$ cat config.mk
export PLATFORM = sky130hd
export DESIGN_NAME = conv_window_scheduler_flat
export DESIGN_NICKNAME = d
export VERILOG_FILES = /design/src/rtl/conv_window_scheduler_pkg.sv /design/src/rtl/conv_window_scheduler_if.sv /design/src/rtl/conv_window_scheduler.sv /design/src/flat_wrapper.sv
export SDC_FILE = /design/constraint.sdc
export NUM_CORES = 1
export LEC_CHECK = 0
export BUFFER_PORTS_ARGS = -buffer_cell sky130_fd_sc_hd__buf_2
export CORE_MARGIN = 2
export CORE_UTILIZATION = 40
export CTS_CLUSTER_SIZE = 8
export DETAILED_ROUTE_END_ITERATION = 7
export GPL_TIMING_DRIVEN = 1
export PLACE_DENSITY = 0.68
export SYNTH_ARGS = -nofsm -noshare
export SYNTH_HDL_FRONTEND = slang
export SYNTH_SLANG_ARGS = --single-unit
$ cat constraint.sdc
create_clock -name clk -period 5.55 [get_ports clk]
set_input_delay 1.11 -clock clk [delete_from_list [all_inputs] [get_ports clk]]
set_output_delay 1.11 -clock clk [all_outputs]
set_load 0.05 [all_outputs]
$ cat src/rtl/conv_window_scheduler_pkg.sv
// Shared types for the convolution window scheduler.
//   coord_t       : packed (x, y) event / output-map coordinate
//   scan_state_t  : scheduler FSM encoding
//   win_update_t  : one neighbourhood update (output coord + kernel weight index)
//   in_bounds()   : signed coordinate range check against the output map size
package conv_window_scheduler_pkg;

  localparam int COORD_W  = 8;
  localparam int KERNEL_K = 3;
  localparam int KIDX_W   = $clog2(KERNEL_K * KERNEL_K);

  typedef struct packed {
    logic [COORD_W-1:0] x;
    logic [COORD_W-1:0] y;
  } coord_t;

  typedef enum logic [1:0] {
    S_IDLE,
    S_SCAN,
    S_DONE,
    S_RELEASE
  } scan_state_t;

  typedef struct packed {
    coord_t            coord;
    logic [KIDX_W-1:0] kidx;
  } win_update_t;

  typedef logic signed [COORD_W:0] scoord_t;

  function automatic logic in_bounds(input scoord_t ox, input scoord_t oy,
                                     input int w, input int h);
    return !ox[COORD_W] && !oy[COORD_W] && (int'(ox) < w) && (int'(oy) < h);
  endfunction

endpackage

$ cat src/rtl/conv_window_scheduler_if.sv
// Window-update stream from the scheduler to the convolution compute stage.
//   win_coord_o : output-map coordinate to update
//   win_kidx_o  : kernel weight index ky*K+kx
//   win_valid_o : win_* valid
//   win_ready_i : downstream accepts win_* when valid && ready
// master = scheduler side, slave = compute side.
interface conv_window_scheduler_if;
  import conv_window_scheduler_pkg::*;

  coord_t            win_coord_o;
  logic [KIDX_W-1:0] win_kidx_o;
  logic              win_valid_o;
  logic              win_ready_i;

  modport master (output win_coord_o, output win_kidx_o, output win_valid_o,
                  input  win_ready_i);
  modport slave  (input  win_coord_o, input  win_kidx_o, input  win_valid_o,
                  output win_ready_i);
endinterface

$ cat src/rtl/conv_window_scheduler.sv
// Expands one captured event coordinate into the KxK neighbourhood of output
// updates (ox = x+R-kx, oy = y+R-ky, kidx = ky*K+kx), skipping cells that fall
// outside the output map, and pulses event_processed_o once the last update
// has been accepted.
//   clk, reset_ni       : clock, asynchronous active-low reset
//   enable_i            : low aborts the current event and idles
//   event_coord_i/valid : captured event, level valid held until released
//   event_processed_o   : one-cycle pulse when the event is fully scheduled
//   busy_o              : high whenever the FSM is not idle
//   win (master)        : registered update stream with valid/ready handshake
module conv_window_scheduler
  import conv_window_scheduler_pkg::*;
#(
  parameter int COORD_BITS  = COORD_W,
  parameter int IMG_WIDTH   = 32,
  parameter int IMG_HEIGHT  = 32,
  parameter int KERNEL_SIZE = KERNEL_K
) (
  input  logic                           clk,
  input  logic                           reset_ni,
  input  logic                           enable_i,
  input  coord_t                         event_coord_i,
  input  logic                           event_valid_i,
  output logic                           event_processed_o,
  output logic                           busy_o,
  conv_window_scheduler_if.master        win
);

  localparam int R     = (KERNEL_SIZE - 1) / 2;
  localparam int CNT_W = (KERNEL_SIZE > 1) ? $clog2(KERNEL_SIZE) : 1;
  localparam logic [COORD_BITS:0] R_EXT    = (COORD_BITS + 1)'(R);
  localparam logic [CNT_W-1:0]    CNT_LAST = CNT_W'(KERNEL_SIZE - 1);

  scan_state_t       state_q, state_d;
  logic [CNT_W-1:0]  kx_q, kx_d, ky_q, ky_d;
  logic              cells_done_q, cells_done_d;
  coord_t            lat_q, lat_d;
  win_update_t       out_q, out_d;
  logic              wv_q, wv_d;

  logic signed [COORD_BITS:0] ox, oy;
  logic                       cell_ok;
  logic                       can_load;
  logic [KIDX_W-1:0]          kidx_cur;

  // Zero-extend to COORD_BITS+1 so a negative result shows in the sign bit.
  assign ox = {1'b0, lat_q.x} + R_EXT - {{(COORD_BITS + 1 - CNT_W){1'b0}}, kx_q};
  assign oy = {1'b0, lat_q.y} + R_EXT - {{(COORD_BITS + 1 - CNT_W){1'b0}}, ky_q};
  assign cell_ok  = in_bounds(ox, oy, IMG_WIDTH, IMG_HEIGHT);
  assign kidx_cur = KIDX_W'(int'(ky_q) * KERNEL_SIZE + int'(kx_q));
  assign can_load = !wv_q || win.win_ready_i;

  always_ff @(posedge clk or negedge reset_ni) begin
    if (!reset_ni) begin
      state_q      <= S_IDLE;
      kx_q         <= '0;
      ky_q         <= '0;
      cells_done_q <= 1'b0;
      lat_q        <= '0;
      out_q        <= '0;
      wv_q         <= 1'b0;
    end else begin
      state_q      <= state_d;
      kx_q         <= kx_d;
      ky_q         <= ky_d;
      cells_done_q <= cells_done_d;
      lat_q        <= lat_d;
      out_q        <= out_d;
      wv_q         <= wv_d;
    end
  end

  always_comb begin
    state_d           = state_q;
    kx_d              = kx_q;
    ky_d              = ky_q;
    cells_done_d      = cells_done_q;
    lat_d             = lat_q;
    out_d             = out_q;
    wv_d              = wv_q;
    event_processed_o = 1'b0;

    unique case (state_q)
      S_IDLE: begin
        if (enable_i && event_valid_i) begin
          lat_d        = event_coord_i;
          kx_d         = '0;
          ky_d         = '0;
          cells_done_d = 1'b0;
          state_d      = S_SCAN;
        end
      end
      S_SCAN: begin
        // cells_done marks that the last cell has been issued; the FSM then
        // lingers in SCAN until that final update drains from the register.
        if (can_load) begin
          if (!cells_done_q) begin
            wv_d = cell_ok;
            if (cell_ok) begin
              out_d.coord.x = ox[COORD_BITS-1:0];
              out_d.coord.y = oy[COORD_BITS-1:0];
              out_d.kidx    = kidx_cur;
            end
            if (kx_q == CNT_LAST) begin
              kx_d = '0;
              if (ky_q == CNT_LAST) begin
                ky_d         = '0;
                cells_done_d = 1'b1;
              end else begin
                ky_d = ky_q + 1'b1;
              end
            end else begin
              kx_d = kx_q + 1'b1;
            end
          end else begin
            wv_d         = 1'b0;
            cells_done_d = 1'b0;
            state_d      = S_DONE;
          end
        end
      end
      S_DONE: begin
        event_processed_o = 1'b1;
        state_d           = S_RELEASE;
      end
      S_RELEASE: begin
        if (!event_valid_i) state_d = S_IDLE;
      end
      default: state_d = S_IDLE;
    endcase

    if (!enable_i) begin
      state_d      = S_IDLE;
      wv_d         = 1'b0;
      kx_d         = '0;
      ky_d         = '0;
      cells_done_d = 1'b0;
    end
  end

  assign busy_o          = (state_q != S_IDLE);
  assign win.win_valid_o = wv_q;
  assign win.win_coord_o = out_q.coord;
  assign win.win_kidx_o  = out_q.kidx;

endmodule

$ cat src/flat_wrapper.sv
// flat-port wrapper written by rule: the top's interface ports become plain ports
module conv_window_scheduler_flat import conv_window_scheduler_pkg::*;
#(
  parameter int COORD_BITS  = COORD_W,
  parameter int IMG_WIDTH   = 32,
  parameter int IMG_HEIGHT  = 32,
  parameter int KERNEL_SIZE = KERNEL_K
)
  (clk, reset_ni, enable_i, event_coord_i, event_valid_i, event_processed_o, busy_o, win_win_coord_o, win_win_kidx_o, win_win_valid_o, win_win_ready_i);
  conv_window_scheduler_if win_i ();
  input  logic clk;
  input  logic reset_ni;
  input  logic enable_i;
  input  coord_t event_coord_i;
  input  logic event_valid_i;
  output logic event_processed_o;
  output logic busy_o;
  output wire logic [$bits(win_i.win_coord_o)-1:0] win_win_coord_o;
  output wire logic [$bits(win_i.win_kidx_o)-1:0] win_win_kidx_o;
  output wire logic [$bits(win_i.win_valid_o)-1:0] win_win_valid_o;
  input wire logic [$bits(win_i.win_ready_i)-1:0] win_win_ready_i;
  assign win_win_coord_o = win_i.win_coord_o;
  assign win_win_kidx_o = win_i.win_kidx_o;
  assign win_win_valid_o = win_i.win_valid_o;
  assign win_i.win_ready_i = win_win_ready_i;
  conv_window_scheduler #(.COORD_BITS(COORD_BITS), .IMG_WIDTH(IMG_WIDTH), .IMG_HEIGHT(IMG_HEIGHT), .KERNEL_SIZE(KERNEL_SIZE)) u_core (.clk(clk), .reset_ni(reset_ni), .enable_i(enable_i), .event_coord_i(event_coord_i), .event_valid_i(event_valid_i), .event_processed_o(event_processed_o), .busy_o(busy_o), .win(win_i));
endmodule
==> flow_summary.json, run 1 <==
{
  "netlist_area_sq_um": 2570,
  "maxUsedRoutingLayer": "met4",
  "cellLeakagePower_uw": 0.00153,
  "hp-class": "reg2reg",
  "row_count": 29,
  "initial_utilization_pct": 40.9,
  "hpwl_microns": 3530,
  "slew_headroom_pct": 36.3,
  "grt_usage_pct": 14.6,
  "synth-main-ff-cell": "dfrtp_1",
  "crit_fanout": 15,
  "clock_latency_ps": 300,
  "clockBufferDepth": 2,
  "dp.cells": 351,
  "setup_viol": 0,
  "synth_common_cells": "dfrtp_1, inv_1, ha_1, mux2_2, nor2_1",
  "pwr-share-clk_pct": 15.4,
  "cts.sinks": 44,
  "cts.clk_slew.worst_paths_ps": 90,
  "sequentialPowerShare_pct": 29.2,
  "diodes": 0,
  "maxCapViolCount": 0,
  "holdWs_ps": 502,
  "max_slew.worst_pin.slew_ps": 955,
  "finClkSkew_ps": 5.34,
  "core_sq_um": 6280,
  "ys_warn_count": 0,
  "die_x_microns": 84.1,
  "setup.worst_path.class": "reg2reg",
  "endpoint_kind": "register",
  "cellPowerDensity_nw_per_um2": 548,
  "drive_gt1_share_pct": 29.4,
  "grt_pass1_vias": 1801,
  "rsz0062_at_grt": "false",
  "routed-via-count": 1775,
  "fp.dieArea_sq_um": 7080,
  "yosysTopAreaCell": "dfrtp_1",
  "fmax_mhz": 270,
  "synthMostInstantiatedCell": "dfrtp_1",
  "combPwrFrac_pct": 55.4,
  "synth.avg_cell_area_sq_um": 11.0,
  "p_switching_uw": 700,
  "report.final.slew_viol_count": 0,
  "wl_microns": 4680,
  "cts-root-buf": "clkbuf_8",
  "synth_top_area_share_pct": 42.9,
  "syn_to_final_growth_pct": 16.5,
  "internal_power_uw": 940,
  "yosys-top-cells-area": "dfrtp_1, ha_1, mux2_2",
  "routed_via_density": 4.94,
  "synth_cell_types": 37,
  "ir_worst_vdd_mv": 0.202,
  "ys_seq_area_share_pct": 42.9,
  "crit_path_start_kind": "register",
  "hold_violations": 0,
  "die_height_microns": 84.1,
  "cts_resized": 0,
  "numCtsBuffers": 5,
  "route.met3.wl_microns": 165,
  "grt_max_degree": 45,
  "ios": 44,
  "grt_first_pass_wirelength_microns": 8310,
  "arrival_ps": 3900,
  "met1Wirelength_microns": 2200,
  "n_fill_cell": 600,
  "drc": 0,
  "syn_nets": 287,
  "htree_levels": 2,
  "nets": 334,
  "post-route-period-util_pct": 66.8,
  "post-route-min-period_ps": 3710,
  "ys_seq_elements": 44,
  "syn-instance-count": 234,
  "drt-initial-drc-count": 90,
  "final_antenna_net_count": 0,
  "post_cts_buffers": 0,
  "cp.required_ps": 5740,
  "sw_frac_of_total_pct": 42.7,
  "io_buffers": 43,
  "wl_per_cell_microns": 13.0,
  "dr.pass1.iters": 4,
  "outcome": "finished, final reports clean",
  "instances_no_fill": 359,
  "hold_buffers": 0,
  "synth-edff-count": 0,
  "async_reset_ff_share_pct": 100,
  "grt-ovfl-total": 0,
  "finalWeightedCongestion": 0.794,
  "antenna_found_initial": 0,
  "cts_tree": "built",
  "dr_wl_met2_microns": 2210,
  "final.setup.tns_ps": 0
}
path summary, 6_finish.rpt:
check	from	end	slack (ps)	cells after the start
hold / removal	u_core.win.win_coord_o[6]$_DFFE_PN0P_	u_core.win.win_coord_o[6]$_DFFE_PN0P_	500	1
hold reg to reg	u_core.win.win_coord_o[6]$_DFFE_PN0P_	u_core.win.win_coord_o[6]$_DFFE_PN0P_	500	1
setup / recovery	u_core.ky_q[1]$_DFFE_PN0P_	u_core.win.win_kidx_o[1]$_DFFE_PN0P_	1840	12
max in group asynchronous	reset_ni	u_core.ky_q[1]$_DFFE_PN0P_	4000	1
min in group asynchronous	reset_ni	u_core.lat_q[1]$_DFFE_PN0P_	950	1
setup reg to reg	u_core.ky_q[1]$_DFFE_PN0P_	u_core.win.win_kidx_o[1]$_DFFE_PN0P_	1840	12
power by group through the flow:
| stage | clock [uW] | combinational, uW | sequential (uW) |
|---|---|---|---|
| after floorplan | 0 | 663 | 536 |
| after global placement | 0 | 900 | 486 |
| after detailed placement | 0 | 910 | 488 |
| after CTS | 261 | 921 | 481 |
| after global routing | 277 | 1020 | 498 |
| final | 252 | 908 | 479 |
layout make-up:
type	instances	area [sq um]	share of cell area, %
Clock buffer	5	68.8	2.30
Clock inverter	3	47.5	1.59
Timing Repair Buffer	44	223	7.44
Sequential cell	44	1100	36.8
Tap cell	77	96.3	3.22
Inverter	35	131	4.39
Multi-Input combinational cell	151	1320	44.2
metal layers:
layer | up-vias | global-route usage, %
li1 | 883 | -
met1 | 856 | 19.9
met2 | 26 | 23.1
met3 | 10 | 3.36
met4 | 0 | 4.99
met5 | - | 0
state kept, by name, summed over array words and instances (netlist names):
name	count
u_core.ky_q	2
u_core.cells_done_q	1
u_core.win.win_coord_o	16
u_core.state_q	2
u_core.win.win_valid_o	1
u_core.win.win_kidx_o	4
u_core.lat_q	16
u_core.kx_q	2
per-stage QoR:
stage | setup slack, ps | utilization [%] | area (sq um) | total power (uW)
2_1_floorplan | 2330 | - | 2570 | 1200
3_3_place_gp | 1890 | 45.8 | 2880 | 1390
3_5_place_dp | 1790 | 45.8 | 2880 | 1400
4_1_cts | 1780 | 47.7 | 2990 | 1660
5_1_grt | 1560 | 47.7 | 2990 | 1800
6_report | 1840 | 47.7 | 2990 | 1640
cells by family (layout without fill, tap and decap cells):
family | count (synthesis) | after routing | synth area share [%]
compound gates | 29 | 29 | 7.41
xor+xnor | 6 | 6 | 2.05
fa+ha+maj | 32 | 32 | 16.8
buf+inv | 39 | 87 | 5.90
flops | 44 | 44 | 42.9
mux | 34 | 34 | 14.6
simple gates | 50 | 50 | 10.4
critical path, stage by stage (launching register included):
cell,delay [ps]
dfrtp_1,460
ha_1,300
inv_1,60
ha_1,160
inv_1,50
fa_1,390
nand2b_1,170
a21oi_2,160
mux2i_1,80
or4b_1,570
nor4_4,520
buf_4,330
mux2_2,360
cell usage in the layout (no fill, tap or decap), types with 2 or more instances in the layout:
master	netlist	layout
a21oi_1	8	8
clkbuf_8	0	5
clkinv_4	0	2
nand3_1	4	4
fa_1	4	4
ha_1	28	28
mux2_2	28	28
nor2b_1	11	11
o22ai_1	2	2
mux2i_1	6	6
xnor2_1	6	6
inv_1	35	35
nor3_1	2	2
nor2_1	14	14
buf_2	1	43
o21ai_0	5	5
nand2b_1	4	4
dfrtp_1	44	44
a22o_1	3	3
nand2_1	8	8
a21boi_0	2	2
No activity file was read; power rests on OpenSTA's default activity.
==> run 2: changes to the inputs <==
ABC_AREA = 1   (was unset)
clock period = 3.8 ns   (was 5.55 ns; I/O delays follow)
==> run 2 against run 1 <==
Clock power increased by 48%. Maximum frequency grew 29%. Combinational power increased by 85%. Via count is 25% higher. Clock-buffer cell count did not move. Sequential power grew 44%. Wire length increased by 14%. Final area is 5.1% higher. Synthesized cell count up 45%. Die area rose by 6.4%. Critical path type unchanged. Largest cell class unchanged.
==> flow_summary.json, run 2 <==
{
  "dp.cells": 457,
  "syn_to_final_growth_pct": 14.7,
  "io_buffers": 43,
  "routed-via-count": 2212,
  "final_antenna_net_count": 0,
  "routed_via_density": 4.76,
  "fmax_mhz": 348,
  "rsz0062_at_grt": "false",
  "cellLeakagePower_uw": 0.00181,
  "cts_resized": 0,
  "drc": 0,
  "n_fill_cell": 666,
  "grt_first_pass_wirelength_microns": 9360,
  "setup_viol": 0,
  "slew_headroom_pct": 35.8,
  "final-seq-area_sq_um": 1100,
  "dr.pass1.iters": 4,
  "power_uw": 2750,
  "cts_tree": "built",
  "p_switching_uw": 1340,
  "holdWs_ps": 483,
  "clockBufferDepth": 2,
  "cts.sinks": 44,
  "endpoint_kind": "register",
  "numCtsBuffers": 5,
  "ys_warn_count": 0,
  "grt-ovfl-total": 0,
  "diodes": 0,
  "synth-edff-count": 0,
  "crit_fanout": 16,
  "cts.clk_slew.worst_paths_ps": 90,
  "htree_levels": 2,
  "ir_worst_vdd_mv": 0.270,
  "sw_frac_of_total_pct": 48.9,
  "max_slew.worst_pin.slew_ps": 963,
  "report.final.slew_viol_count": 0,
  "hold_violations": 0,
  "multi_input_area_sq_um": 1400,
  "crit_path_start_kind": "register",
  "antenna_found_initial": 0,
  "hpwl_microns": 4170,
  "hp-class": "reg2reg",
  "die_height_microns": 86.8,
  "synth_common_cells": "nand2_1, inv_1, dfrtp_1",
  "synth-main-ff-cell": "dfrtp_1",
  "clock_latency_ps": 310,
  "cp.required_ps": 4000,
  "combPwrFrac_pct": 61.3,
  "post-route-period-util_pct": 75.5,
  "setup.worst_path.class": "reg2reg",
  "post_cts_buffers": 0,
  "final_cell_mix": "nand2_1, inv_1, dfrtp_1",
  "maxCapViolCount": 0,
  "syn-instance-count": 339,
  "instances_no_fill": 465,
  "drt-initial-drc-count": 80,
  "finalWeightedCongestion": 0.811,
  "synth.avg_cell_area_sq_um": 8.09,
  "cellPowerDensity_nw_per_um2": 874,
  "grt_pass1_vias": 2095,
  "fp.dieArea_sq_um": 7530,
  "grt_max_degree": 45,
  "sequentialPowerShare_pct": 25.2,
  "final.setup.tns_ps": 0,
  "finClkSkew_ps": 5.85,
  "core_sq_um": 6720,
  "internal_power_uw": 1400,
  "drive_gt1_share_pct": 15.8,
  "outcome": "finished, final reports clean",
  "synthMostInstantiatedCell": "nand2_1",
  "wl_microns": 5340,
  "synth_cell_types": 28,
  "hold_buffers": 0,
  "grt_usage_pct": 15.8,
  "syn_nets": 392,
  "yosysTopAreaCell": "dfrtp_1",
  "netlist_area_sq_um": 2740,
  "pwr-share-clk_pct": 13.6,
  "initial_utilization_pct": 40.8,
  "yosys-top-cells-area": "dfrtp_1, ha_1, nand2_1",
  "async_reset_ff_share_pct": 100,
  "ys_seq_area_share_pct": 40.2,
  "ios": 44,
  "die_x_microns": 86.8,
  "wl_per_cell_microns": 11.5,
  "ys_seq_elements": 44,
  "nets": 437,
  "arrival_ps": 3070,
  "layout_commonest_cell": "nand2_1",
  "synth_top_area_share_pct": 40.2,
  "row_count": 30,
  "cts-root-buf": "clkbuf_8",
  "post-route-min-period_ps": 2870
}
## run 2: changes by cell type in the layout (fill, tap and decap cells not counted), moves of 5 or more
cell | previous run | this run
a21oi_1 | 8 | 22
inv_1 | 35 | 55
mux2_2 | 28 | 2
mux2i_1 | 6 | 1
nand2_1 | 8 | 88
nand3_1 | 4 | 25
nand3b_1 | 0 | 9
nor2_1 | 14 | 32
nor2b_1 | 11 | 0
## run 2: kinds of logic (layout without fill, tap and decap cells)
group,after synthesis,count (layout),synth area share (%)
buffers and inverters,61,107,8.90
AO/OA/AOI/OAI,31,31,6.12
XOR/XNOR,4,4,1.28
multiplexers,3,3,1.19
adder cells (fa/ha/maj),32,32,15.7
AND/OR/NAND/NOR,164,164,26.7
flip-flops,44,44,40.2
## run 2: final timing paths
kind / slack, ps / cells past startpoint / to / from
worst min-delay path: 480 / 2 / u_core.win.win_coord_o[9]$_DFFE_PN0P_ / u_core.win.win_coord_o[9]$_DFFE_PN0P_
min in group asynchronous: 600 / 1 / u_core.lat_q[7]$_DFFE_PN0P_ / reset_ni
worst max register to register: 930 / 14 / u_core.win.win_coord_o[7]$_DFFE_PN0P_ / u_core.kx_q[1]$_DFFE_PN0P_
worst max-delay path: 930 / 14 / u_core.win.win_coord_o[7]$_DFFE_PN0P_ / u_core.kx_q[1]$_DFFE_PN0P_
worst min register to register: 480 / 2 / u_core.win.win_coord_o[9]$_DFFE_PN0P_ / u_core.win.win_coord_o[9]$_DFFE_PN0P_
max in group asynchronous: 2600 / 1 / u_core.win.win_coord_o[1]$_DFFE_PN0P_ / reset_ni
## run 2: cell type report
type | instances | area share [%]
multi-input cells | 234 | 44.4
flip-flops and latches | 44 | 35.0
repair buffers | 44 | 7.09
inverters | 55 | 6.57
well taps | 80 | 3.18
clock buffers | 5 | 2.19
clock inverters | 3 | 1.51
## run 2: power by group through the flow
stage	registers, uW	clock network, uW	logic, uW
6_report	691	373	1680
5_1_grt	711	397	1930
4_1_cts	694	383	1690
3_5_place_dp	703	0	1680
3_3_place_gp	700	0	1640
2_1_floorplan	778	0	1270
## run 2: per-stage QoR
step / setup WS [ps] / cell area (sq um) / utilization [%]
3_3_place_gp: 1050 / 3030 / 45.0
5_1_grt: 658 / 3140 / 46.8
3_5_place_dp: 936 / 3030 / 45.0
4_1_cts: 918 / 3140 / 46.8
2_1_floorplan: 1390 / 2740 / -
6_report: 929 / 3140 / 46.8
## run 2: worst max-delay path, stage by stage (launching register included)
cell      delay, ps
dfrtp_1         470
ha_1            300
inv_1            60
ha_1            160
inv_1            50
fa_1            380
nand3b_1        190
nand2_1         100
nand3_1          90
nand3_1          80
nand2_1          90
nor2_4          320
nand2_4         210
inv_1           200
nor2_1           60
## run 2: per-layer routing
layer  vias up  track usage (%)  wire [microns]
met2        45             24.1            2450
met5         -                0               0
li1       1156                -               -
met3         9             4.00             216
met1      1002             21.0            2570
met4         0             7.24             106
==> run 3: changes to the inputs <==
ABC_AREA = 0   (was 1)
PLACE_DENSITY = 0.7   (was 0.68)
clock period = 2.6 ns   (was 3.8 ns; I/O delays follow)
==> run 3 against run 2 <==
The run now ends with setup timing left. Sequential share of layout area is 1.3 points lower. Critical path depth is 1 lower. Core utilization is 5.2 points higher. Sequential power is 48% higher. Maximum frequency is 6.9% lower. Flip-flop and latch count stayed put. Combinational power is 37% higher. Total power is 40% higher. Via count is 16% lower. Clock-buffer cell count is 1 higher. Final cell count is 18% lower. Critical endpoint is now u_core.win.win_coord_o[1]$_DFFE_PN0P_. Largest cell class unchanged.
==> flow_summary.json, run 3 (same netlist as run 1, synthesis figures left out) <==
{
  "cp.required_ps": 2790,
  "io_buffers": 43,
  "die_x_microns": 84.1,
  "timing.rr.start": "u_core.lat_q[1]$_DFFE_PN0P_",
  "cp_num_buf_inv": 4,
  "holdWs_ps": 202,
  "grt_usage_pct": 15.5,
  "dr.pass1.iters": 4,
  "n_fill_cell": 572,
  "drive_gt1_share_pct": 37.8,
  "ir_worst_vdd_mv": 0.691,
  "diodes": 0,
  "numCtsBuffers": 5,
  "report.final.slew_viol_count": 0,
  "post-route-period-util_pct": 119,
  "drt-initial-drc-count": 49,
  "final_antenna_net_count": 0,
  "antenna_found_initial": 0,
  "cts.sinks": 44,
  "grt_max_degree": 26,
  "syn_to_final_growth_pct": 27.0,
  "setup_ws_ps": -484,
  "crit_top_cell": "inv_1",
  "violations": "setup timing",
  "combPwrFrac_pct": 59.8,
  "ios": 44,
  "cts.clk_slew.worst_paths_ps": 80,
  "setup.worst_path.class": "reg2reg",
  "fp.dieArea_sq_um": 7080,
  "hold_violations": 0,
  "nets": 356,
  "startpoint": "u_core.lat_q[1]$_DFFE_PN0P_",
  "grt_pass1_vias": 1943,
  "endpoint_kind": "register",
  "cts-root-buf": "clkbuf_8",
  "hpwl_microns": 3820,
  "post-route-min-period_ps": 3080,
  "sw_frac_of_total_pct": 42.2,
  "routed_via_density": 4.89,
  "row_count": 29,
  "maxCapViolCount": 0,
  "cellLeakagePower_uw": 0.00166,
  "wl_per_cell_microns": 13.5,
  "clock_latency_ps": 300,
  "final_area_sq_um": 3260,
  "grt_first_pass_wirelength_microns": 8820,
  "p_switching_uw": 1620,
  "slowest_stage": "or4b_4",
  "clockBufferDepth": 2,
  "routed-via-count": 1862,
  "cpLargestDelayFamily": "simple AND/OR/NAND/NOR gates",
  "drc": 0,
  "pwr-share-clk_pct": 13.7,
  "slew_headroom_pct": 63.0,
  "internal_power_uw": 2220,
  "arrival_ps": 3270,
  "cts_tree": "built",
  "sequentialPowerShare_pct": 26.5,
  "finalWeightedCongestion": 0.806,
  "max_slew.worst_pin.slew_ps": 555,
  "power_uw": 3840,
  "rsz0062_at_grt": "true",
  "critical_path.max_stage_delay_ps": 540,
  "htree_levels": 2,
  "crit_fanout": 8,
  "outcome": "finished with violations",
  "final_cell_mix": "dfrtp_1, buf_2, inv_1",
  "grt-ovfl-total": 0,
  "finClkSkew_ps": 8.72,
  "fmax_mhz": 324,
  "core_sq_um": 6280,
  "cp_cell_sequence": "inv_1 -> ha_1 -> inv_1 -> ha_2 -> inv_2 -> fa_2 -> nand2b_4 -> a21oi_4 -> mux2i_1 -> or4b_4 -> nor4_4 -> buf_6 -> mux2_4",
  "wl_microns": 5130,
  "initial_utilization_pct": 40.9,
  "setup_viol": 21,
  "layout_commonest_cell": "dfrtp_1",
  "hp-class": "in2async",
  "dpl_cell_area_sq_um": 3020,
  "crit_path_start_kind": "register",
  "die_height_microns": 84.1,
  "cellPowerDensity_nw_per_um2": 1180
}
-- run 3: routing by layer --
| layer | wire [microns] | part of all wire [%] | track usage, % | up-vias |
|---|---|---|---|---|
| li1 | - | - | - | 930 |
| met3 | 257 | 5.0 | 4.15 | 8 |
| met5 | 0 | 0 | 0 | - |
| met1 | 2320 | 45 | 19.7 | 881 |
| met2 | 2470 | 48 | 25.5 | 43 |
| met4 | 78 | 1.5 | 5.57 | 0 |
-- run 3: power by group through the flow --
| stage | sequential, uW | clock [uW] | combinational (uW) |
|---|---|---|---|
| global route | 1040 | 574 | 2560 |
| floorplan | 1150 | 0 | 1460 |
| CTS | 1020 | 548 | 2240 |
| global placement | 1020 | 0 | 2070 |
| finish | 1020 | 526 | 2300 |
| detailed placement | 1030 | 0 | 2100 |
-- run 3: final cells by class --
class / count / area [sq um] / share of cell area, %
multi-input combinational: 151 / 1410 / 43.3
sequential: 44 / 1100 / 33.8
timing repair buffer: 66 / 414 / 12.7
inverter: 35 / 131 / 4.03
tap: 77 / 96.3 / 2.95
clock buffer: 6 / 72.6 / 2.22
clock inverter: 2 / 35.0 / 1.07
-- run 3: metrics by stage --
stage                     setup slack, ps  util, %  cells  TNS (ps)
after floorplan                      -446        -    234     -6990
after global placement               -435     48.1    368     -7690
after detailed placement             -505     48.1    368     -8870
after CTS                            -495     51.0    378     -8420
after global routing                 -616     52.0    381    -11420
final                                -484     52.0    381     -8600
-- run 3: worst paths after layout --
| path | to | slack, ps | cells after the start |
|---|---|---|---|
| max in group asynchronous | u_core.kx_q[1]$_DFFE_PN0P_ | 1730 | 2 |
| worst min register to register | u_core.win.win_coord_o[7]$_DFFE_PN0P_ | 500 | 1 |
| min in group clk | u_core.lat_q[0]$_DFFE_PN0P_ | 440 | 2 |
| worst max register to register | u_core.win.win_coord_o[1]$_DFFE_PN0P_ | -480 | 13 |
| worst max-delay path | u_core.win.win_coord_o[1]$_DFFE_PN0P_ | -480 | 13 |
| worst min-delay path | u_core.lat_q[14]$_DFFE_PN0P_ | 200 | 1 |
-- run 3: repair_timing --
| item | CTS | global route |
|---|---|---|
| pin swaps | 3 | 0 |
| gates resized for setup | 16 | 10 |
| setup buffers | 2 | 3 |
| setup endpoints to repair | 21 | 21 |
| hold buffers | 0 | 0 |
